==> config.mk <==
export PLATFORM = sky130hd
export DESIGN_NAME = csla_seq_ctrl
export DESIGN_NICKNAME = d
export VERILOG_FILES = /design/src/rtl/csla_seq_pkg.sv /design/src/rtl/csla_seq_ctrl_csla.sv /design/src/rtl/csla_seq_ctrl.sv
export SDC_FILE = /design/constraint.sdc
export NUM_CORES = 1
export LEC_CHECK = 0
export BUFFER_PORTS_ARGS = -buffer_cell sky130_fd_sc_hd__buf_4
export CAP_MARGIN = 20
export CORE_ASPECT_RATIO = 1.5
export CORE_MARGIN = 2
export CORE_UTILIZATION = 58
export DETAILED_ROUTE_END_ITERATION = 8
export PLACE_DENSITY = 0.91
export SLEW_MARGIN = 25
export SYNTH_ARGS = -nofsm -noshare
export SYNTH_HDL_FRONTEND = slang
export SYNTH_HIERARCHICAL = 1
export SYNTH_SLANG_ARGS = --single-unit
==> constraint.sdc <==
create_clock -name clk -period 5.47 [get_ports clk]
set_clock_uncertainty 0.15 [all_clocks]
set_input_delay 1.094 -clock clk [delete_from_list [all_inputs] [get_ports clk]]
set_output_delay 1.094 -clock clk [all_outputs]
set_load 0.01 [all_outputs]
==> src/rtl/csla_seq_pkg.sv <==
// Shared types and helpers for the nibble-serial carry-select add sequencer.
package csla_seq_pkg;

  // Controller states: waiting for operands, stepping nibbles, holding the result
  typedef enum logic [1:0] {
    IDLE = 2'b00,
    RUN  = 2'b01,
    DONE = 2'b10
  } csla_seq_state_t;

  // Width of the shared carry-select adder slice
  localparam int CSLA_NIB_W = 4;

  // Number of adder passes needed for an operand of the given width
  function automatic int csla_nib_cnt(input int width);
    return width / CSLA_NIB_W;
  endfunction

endpackage

==> src/rtl/csla_seq_ctrl_csla.sv <==
// 4-bit carry-select adder: the low pair ripples, the high pair is computed for
// both possible carries and the low-pair carry picks the right one.
module CSLA (
  input  logic [3:0] a,
  input  logic [3:0] b,
  input  logic       cin,
  output logic [3:0] s,
  output logic       cout
);

  logic [2:0] loSum;
  logic [2:0] hiSum0;
  logic [2:0] hiSum1;
  logic [2:0] hiSel;

  // Both speculative upper halves are ready before the lower carry arrives
  always_comb begin
    loSum  = {1'b0, a[1:0]} + {1'b0, b[1:0]} + {2'b00, cin};
    hiSum0 = {1'b0, a[3:2]} + {1'b0, b[3:2]};
    hiSum1 = {1'b0, a[3:2]} + {1'b0, b[3:2]} + 3'd1;
    hiSel  = loSum[2] ? hiSum1 : hiSum0;
    s      = {hiSel[1:0], loSum[1:0]};
    cout   = hiSel[2];
  end

endmodule

==> src/rtl/csla_seq_ctrl.sv <==
// Wide adder built by stepping one shared 4-bit carry-select adder across the
// operands, least significant nibble first, with the carry held in a register.
// Optional feature macro: CSLA_SEQ_OVF_EN adds a registered signed-overflow flag.
module csla_seq_ctrl
  import csla_seq_pkg::*;
#(
  parameter int WIDTH = 16
) (
  input  logic             clk,
  input  logic             rst_n,
  input  logic             in_valid,
  output logic             in_ready,
  input  logic [WIDTH-1:0] in_a,
  input  logic [WIDTH-1:0] in_b,
  input  logic             in_cin,
  output logic             out_valid,
  input  logic             out_ready,
  output logic [WIDTH-1:0] out_sum,
  output logic             out_cout,
  output logic             busy
`ifdef CSLA_SEQ_OVF_EN
  ,
  output logic             out_ovf
`endif
);

  localparam int NIB   = csla_nib_cnt(WIDTH);
  localparam int IDX_W = (NIB > 1) ? $clog2(NIB) : 1;

  if ((WIDTH % CSLA_NIB_W) != 0 || WIDTH < CSLA_NIB_W) begin : gWidthCheck
    $error("csla_seq_ctrl: WIDTH must be a multiple of 4 and at least 4");
  end

  csla_seq_state_t  state_q, state_d;
  logic [IDX_W-1:0] idx_q, idx_d;
  logic             carry_q, carry_d;
  logic [WIDTH-1:0] opA_q, opA_d;
  logic [WIDTH-1:0] opB_q, opB_d;
  logic [WIDTH-1:0] sum_q, sum_d;
  logic             cout_q, cout_d;
`ifdef CSLA_SEQ_OVF_EN
  logic             ovf_q, ovf_d;
  logic             cMsb;
`endif

  logic [CSLA_NIB_W-1:0] nibA;
  logic [CSLA_NIB_W-1:0] nibB;
  logic [CSLA_NIB_W-1:0] nibS;
  logic                  nibCout;
  logic                  lastNib;

  assign nibA    = opA_q[CSLA_NIB_W*idx_q +: CSLA_NIB_W];
  assign nibB    = opB_q[CSLA_NIB_W*idx_q +: CSLA_NIB_W];
  assign lastNib = (idx_q == IDX_W'(NIB - 1));

  CSLA uAdder (
    .a    (nibA),
    .b    (nibB),
    .cin  (carry_q),
    .s    (nibS),
    .cout (nibCout)
  );

`ifdef CSLA_SEQ_OVF_EN
  // Carry into the sign bit, recovered from the top-nibble sum bit
  assign cMsb = opA_q[WIDTH-1] ^ opB_q[WIDTH-1] ^ nibS[CSLA_NIB_W-1];
`endif

  // Next-state logic: capture operands, step one nibble per cycle, hold until taken
  always_comb begin
    state_d = state_q;
    idx_d   = idx_q;
    carry_d = carry_q;
    opA_d   = opA_q;
    opB_d   = opB_q;
    sum_d   = sum_q;
    cout_d  = cout_q;
`ifdef CSLA_SEQ_OVF_EN
    ovf_d   = ovf_q;
`endif
    case (state_q)
      IDLE: begin
        if (in_valid) begin
          opA_d   = in_a;
          opB_d   = in_b;
          carry_d = in_cin;
          idx_d   = '0;
          sum_d   = '0;
          state_d = RUN;
        end
      end
      RUN: begin
        sum_d[CSLA_NIB_W*idx_q +: CSLA_NIB_W] = nibS;
        carry_d = nibCout;
        if (lastNib) begin
          cout_d  = nibCout;
`ifdef CSLA_SEQ_OVF_EN
          ovf_d   = cMsb ^ nibCout;
`endif
          state_d = DONE;
        end else begin
          idx_d = idx_q + 1'b1;
        end
      end
      DONE: begin
        if (out_ready) begin
          state_d = IDLE;
        end
      end
      default: state_d = IDLE;
    endcase
  end

  // State and datapath registers with synchronous active-low reset
  always_ff @(posedge clk) begin
    if (!rst_n) begin
      state_q <= IDLE;
      idx_q   <= '0;
      carry_q <= 1'b0;
      opA_q   <= '0;
      opB_q   <= '0;
      sum_q   <= '0;
      cout_q  <= 1'b0;
`ifdef CSLA_SEQ_OVF_EN
      ovf_q   <= 1'b0;
`endif
    end else begin
      state_q <= state_d;
      idx_q   <= idx_d;
      carry_q <= carry_d;
      opA_q   <= opA_d;
      opB_q   <= opB_d;
      sum_q   <= sum_d;
      cout_q  <= cout_d;
`ifdef CSLA_SEQ_OVF_EN
      ovf_q   <= ovf_d;
`endif
    end
  end

  assign in_ready  = rst_n && (state_q == IDLE);
  assign out_valid = (state_q == DONE);
  assign busy      = (state_q == RUN) || (state_q == DONE);
  assign out_sum   = sum_q;
  assign out_cout  = cout_q;
`ifdef CSLA_SEQ_OVF_EN
  assign out_ovf   = ovf_q;
`endif

endmodule
==> flow_metrics.tcl <==
set metrics [dict create \
    status "complete, no violations" \
    startpoint "idx_q[0]" \
    power_uw 1190 \
    row_count 30 \
    dr_wl_met3_um 246 \
    yosysSeqAreaShare_pct 40.1 \
    relSlewSlack_pct 50.3 \
    timing.fmax_mhz 305 \
    clkPwrFrac_pct 23.7 \
    area.sequential_um2 1080 \
    area_growth_pct 18.9 \
    cts_setup_buffers 0 \
    placed_area_um2 3080 \
    die_w_um 59.7 \
    port_buffers 56 \
    synth_warnings 6 \
    drive_gt1_share_pct 24.3 \
    synth_seq_cells 54 \
    grt_use_total_pct 22.9 \
    die_area_um2 5220 \
    switching_share_pct 34.4 \
    grt_pass1_vias 2040 \
    cp_data_required_time_ns 5.52 \
    cts-root-buf "clkbuf_8" \
    synth_edf_count 0 \
    remaining_drc_errors 0 \
    setup_violations 0 \
    diodes 0 \
    period_share_pct 59.9 \
    grt-ovfl-total 0 \
    grt_max_degree 72 \
    hold_viol 0 \
    final_core_util_pct 71.2 \
    p_switching_uw 411 \
    nets 384 \
    vias 2164 \
    slew_viol_final 0 \
    drtPass1Iterations 4 \
    syn-cell-area_um2 2700 \
    initial_utilization_pct 59.8 \
    wirelength_mm 5.43 \
    min_period_ns 3.28 \
    num-fill-cells 335 \
    highest_layer "met4" \
    syn_area_per_cell_um2 9.36 \
    cts.sinks 54 \
    coreArea_um2 4500 \
    path_max_fanout 16 \
    wl_per_cell_um 14.3 \
    fin_area_um2 3210 \
    startpoint_type "flop" \
    p_seq_share_pct 40.7 \
    syn-num-nets 340 \
    ioPinCount 57 \
    place_congestion 0.873 \
    min_from "out_sum[4]" \
    ir_drop_uv 220 \
    place.detailed.hpwl_mm 3.95 \
    cts_buffers 5 \
    viasPerCell 5.68 \
    crit_type "reg -> reg" \
    cts_buffer_depth 2 \
    synth_ff_type "dfxtp_1" \
    pwr-share-comb_pct 35.6 \
    maxCapViolCount 0 \
    die_y_um 87.5 \
    async_reset_ff_share_pct 0 \
    cp-end-kind "flop" \
    min_path_type "reg -> reg" \
    critPathArrivalTime_ns 3.33 \
    p_per_area_nw_per_um2 372 \
    power.internal_uw 781 \
    p_leak_uw 0.00136 \
    wl_met1_mm 2.09 \
    clk_latency_ns 0.31 \
    antenna_found_initial 0 \
    cts.clk_slew.worst_paths_ns 0.09 \
    grt_pass1_wl_mm 9.06 \
    ant_nets 0 \
    cts.hold.buffers_added 0 \
    r2r_start "idx_q[0]" \
    timing.hold.ws_ns 0.299 \
    ctsResizeCount 0 \
    netlist_instances 288 \
    cts_tree "yes" \
    htreeDepth 2 \
    rsz0062_at_grt "false" \
    wl_met2_mm 2.92 \
    drtIter0Drc 57 \
    worstMarginPinSlew_ns 0.744 \
    multi_input_area_um2 1480 \
    tns_ns 0 \
    synth.distinct_cells 37 \
]
==> sequential cells by signal (all words and copies together), names as in the netlist <==
| signal | count |
|---|---|
| state_q | 2 |
| out_cout | 1 |
| idx_q | 2 |
| carry_q | 1 |
| opA_q | 16 |
| opB_q | 16 |
| out_sum | 16 |
==> cells in the mapped netlist (2+ instances only) <==
| library cell | n | share of area (%) |
|---|---|---|
| a21boi_0 | 2 | 0.56 |
| a21boi_1 | 31 | 8.6 |
| a32o_1 | 4 | 1.5 |
| and2_1 | 2 | 0.46 |
| and4_1 | 4 | 1.3 |
| buf_2 | 7 | 1.3 |
| buf_4 | 2 | 0.56 |
| clkbuf_1 | 8 | 1.1 |
| dfxtp_1 | 54 | 40 |
| fa_1 | 3 | 2.2 |
| ha_1 | 12 | 5.6 |
| inv_1 | 12 | 1.7 |
| mux2_4 | 2 | 1.1 |
| mux2i_1 | 12 | 4.5 |
| mux4_2 | 8 | 6.7 |
| nand2_1 | 85 | 12 |
| nand3_1 | 6 | 1.1 |
| nand4_1 | 8 | 1.9 |
| nor2b_1 | 2 | 0.46 |
| o21a_4 | 2 | 1.1 |
| o21ai_1 | 5 | 0.93 |
| o32ai_1 | 2 | 0.65 |
==> cell type report <==
cell class,count,share of cell area [%]
Inverter,12,1.41
Tap cell,48,1.87
Clock inverter,2,1.21
Clock buffer,6,2.58
Timing Repair Buffer,56,13.1
Sequential cell,54,33.7
Multi-Input combinational cell,203,46.1
==> worst paths after layout <==
path | end | slack [ns] | cells past startpoint
min | out_sum[4] | 0.30 | 2
max | out_sum[7] | 2.19 | 8
max reg2reg | out_sum[7] | 2.19 | 8
min reg2reg | out_sum[4] | 0.30 | 2
==> critical path, stage by stage, from the launching register on <==
cell and delay, ns:
dfxtp_1 0.81, mux4_2 0.59, ha_1 0.23, fa_1 0.47, ha_1 0.31, mux2_4 0.28, and4_1 0.19, nand4_1 0.08
o21ai_1 0.06
==> metrics by stage <==
step,setup WS [ns],std cells
4_1_cts,2.17,381
2_1_floorplan,2.56,288
6_report,2.19,381
5_1_grt,1.97,381
3_5_place_dp,2.19,373
3_3_place_gp,2.27,373
==> placed cells by master (no fill, tap or decap), drive strengths merged, types with 2 or more instances in the layout <==
master and count:
ha 12, mux2i 12, and4 4, mux2 2
buf 56, nand2 85, a21boi 33, dfxtp 54
and2 2, mux4 8, fa 3, inv 13
nand4 8, nand3 6, a32o 4, clkbuf 6
o21a 3, o32ai 2, nor2b 2, o21ai 6
==> cell families (layout without fill, tap and decap cells) <==
kind of cell | Yosys count | count (layout) | synth area share [%]
muxes | 22 | 22 | 12.3
buffers and inverters | 31 | 76 | 5.20
adders and majority gates | 15 | 15 | 7.80
AOI/OAI and AO/OA | 52 | 52 | 15.3
and+or+nand+nor | 112 | 112 | 18.7
xor gates and xnor gates | 2 | 2 | 0.650
DFF | 54 | 54 | 40.1
==> power groups by stage <==
stage	logic [uW]	clock network, uW	registers [uW]
3_3_place_gp	405	0	492
2_1_floorplan	343	0	476
6_report	425	283	485
3_5_place_dp	416	0	494
5_1_grt	465	299	493
4_1_cts	421	283	485
==> routing by layer <==
| layer | vias up | GRT usage (%) |
|---|---|---|
| met1 | 992 | 26.1 |
| met2 | 76 | 39.4 |
| met4 | 0 | 11.1 |
| met3 | 16 | 4.90 |
| li1 | 1080 | - |
| met5 | - | 0 |
No activity file was read; power rests on OpenSTA's default activity.
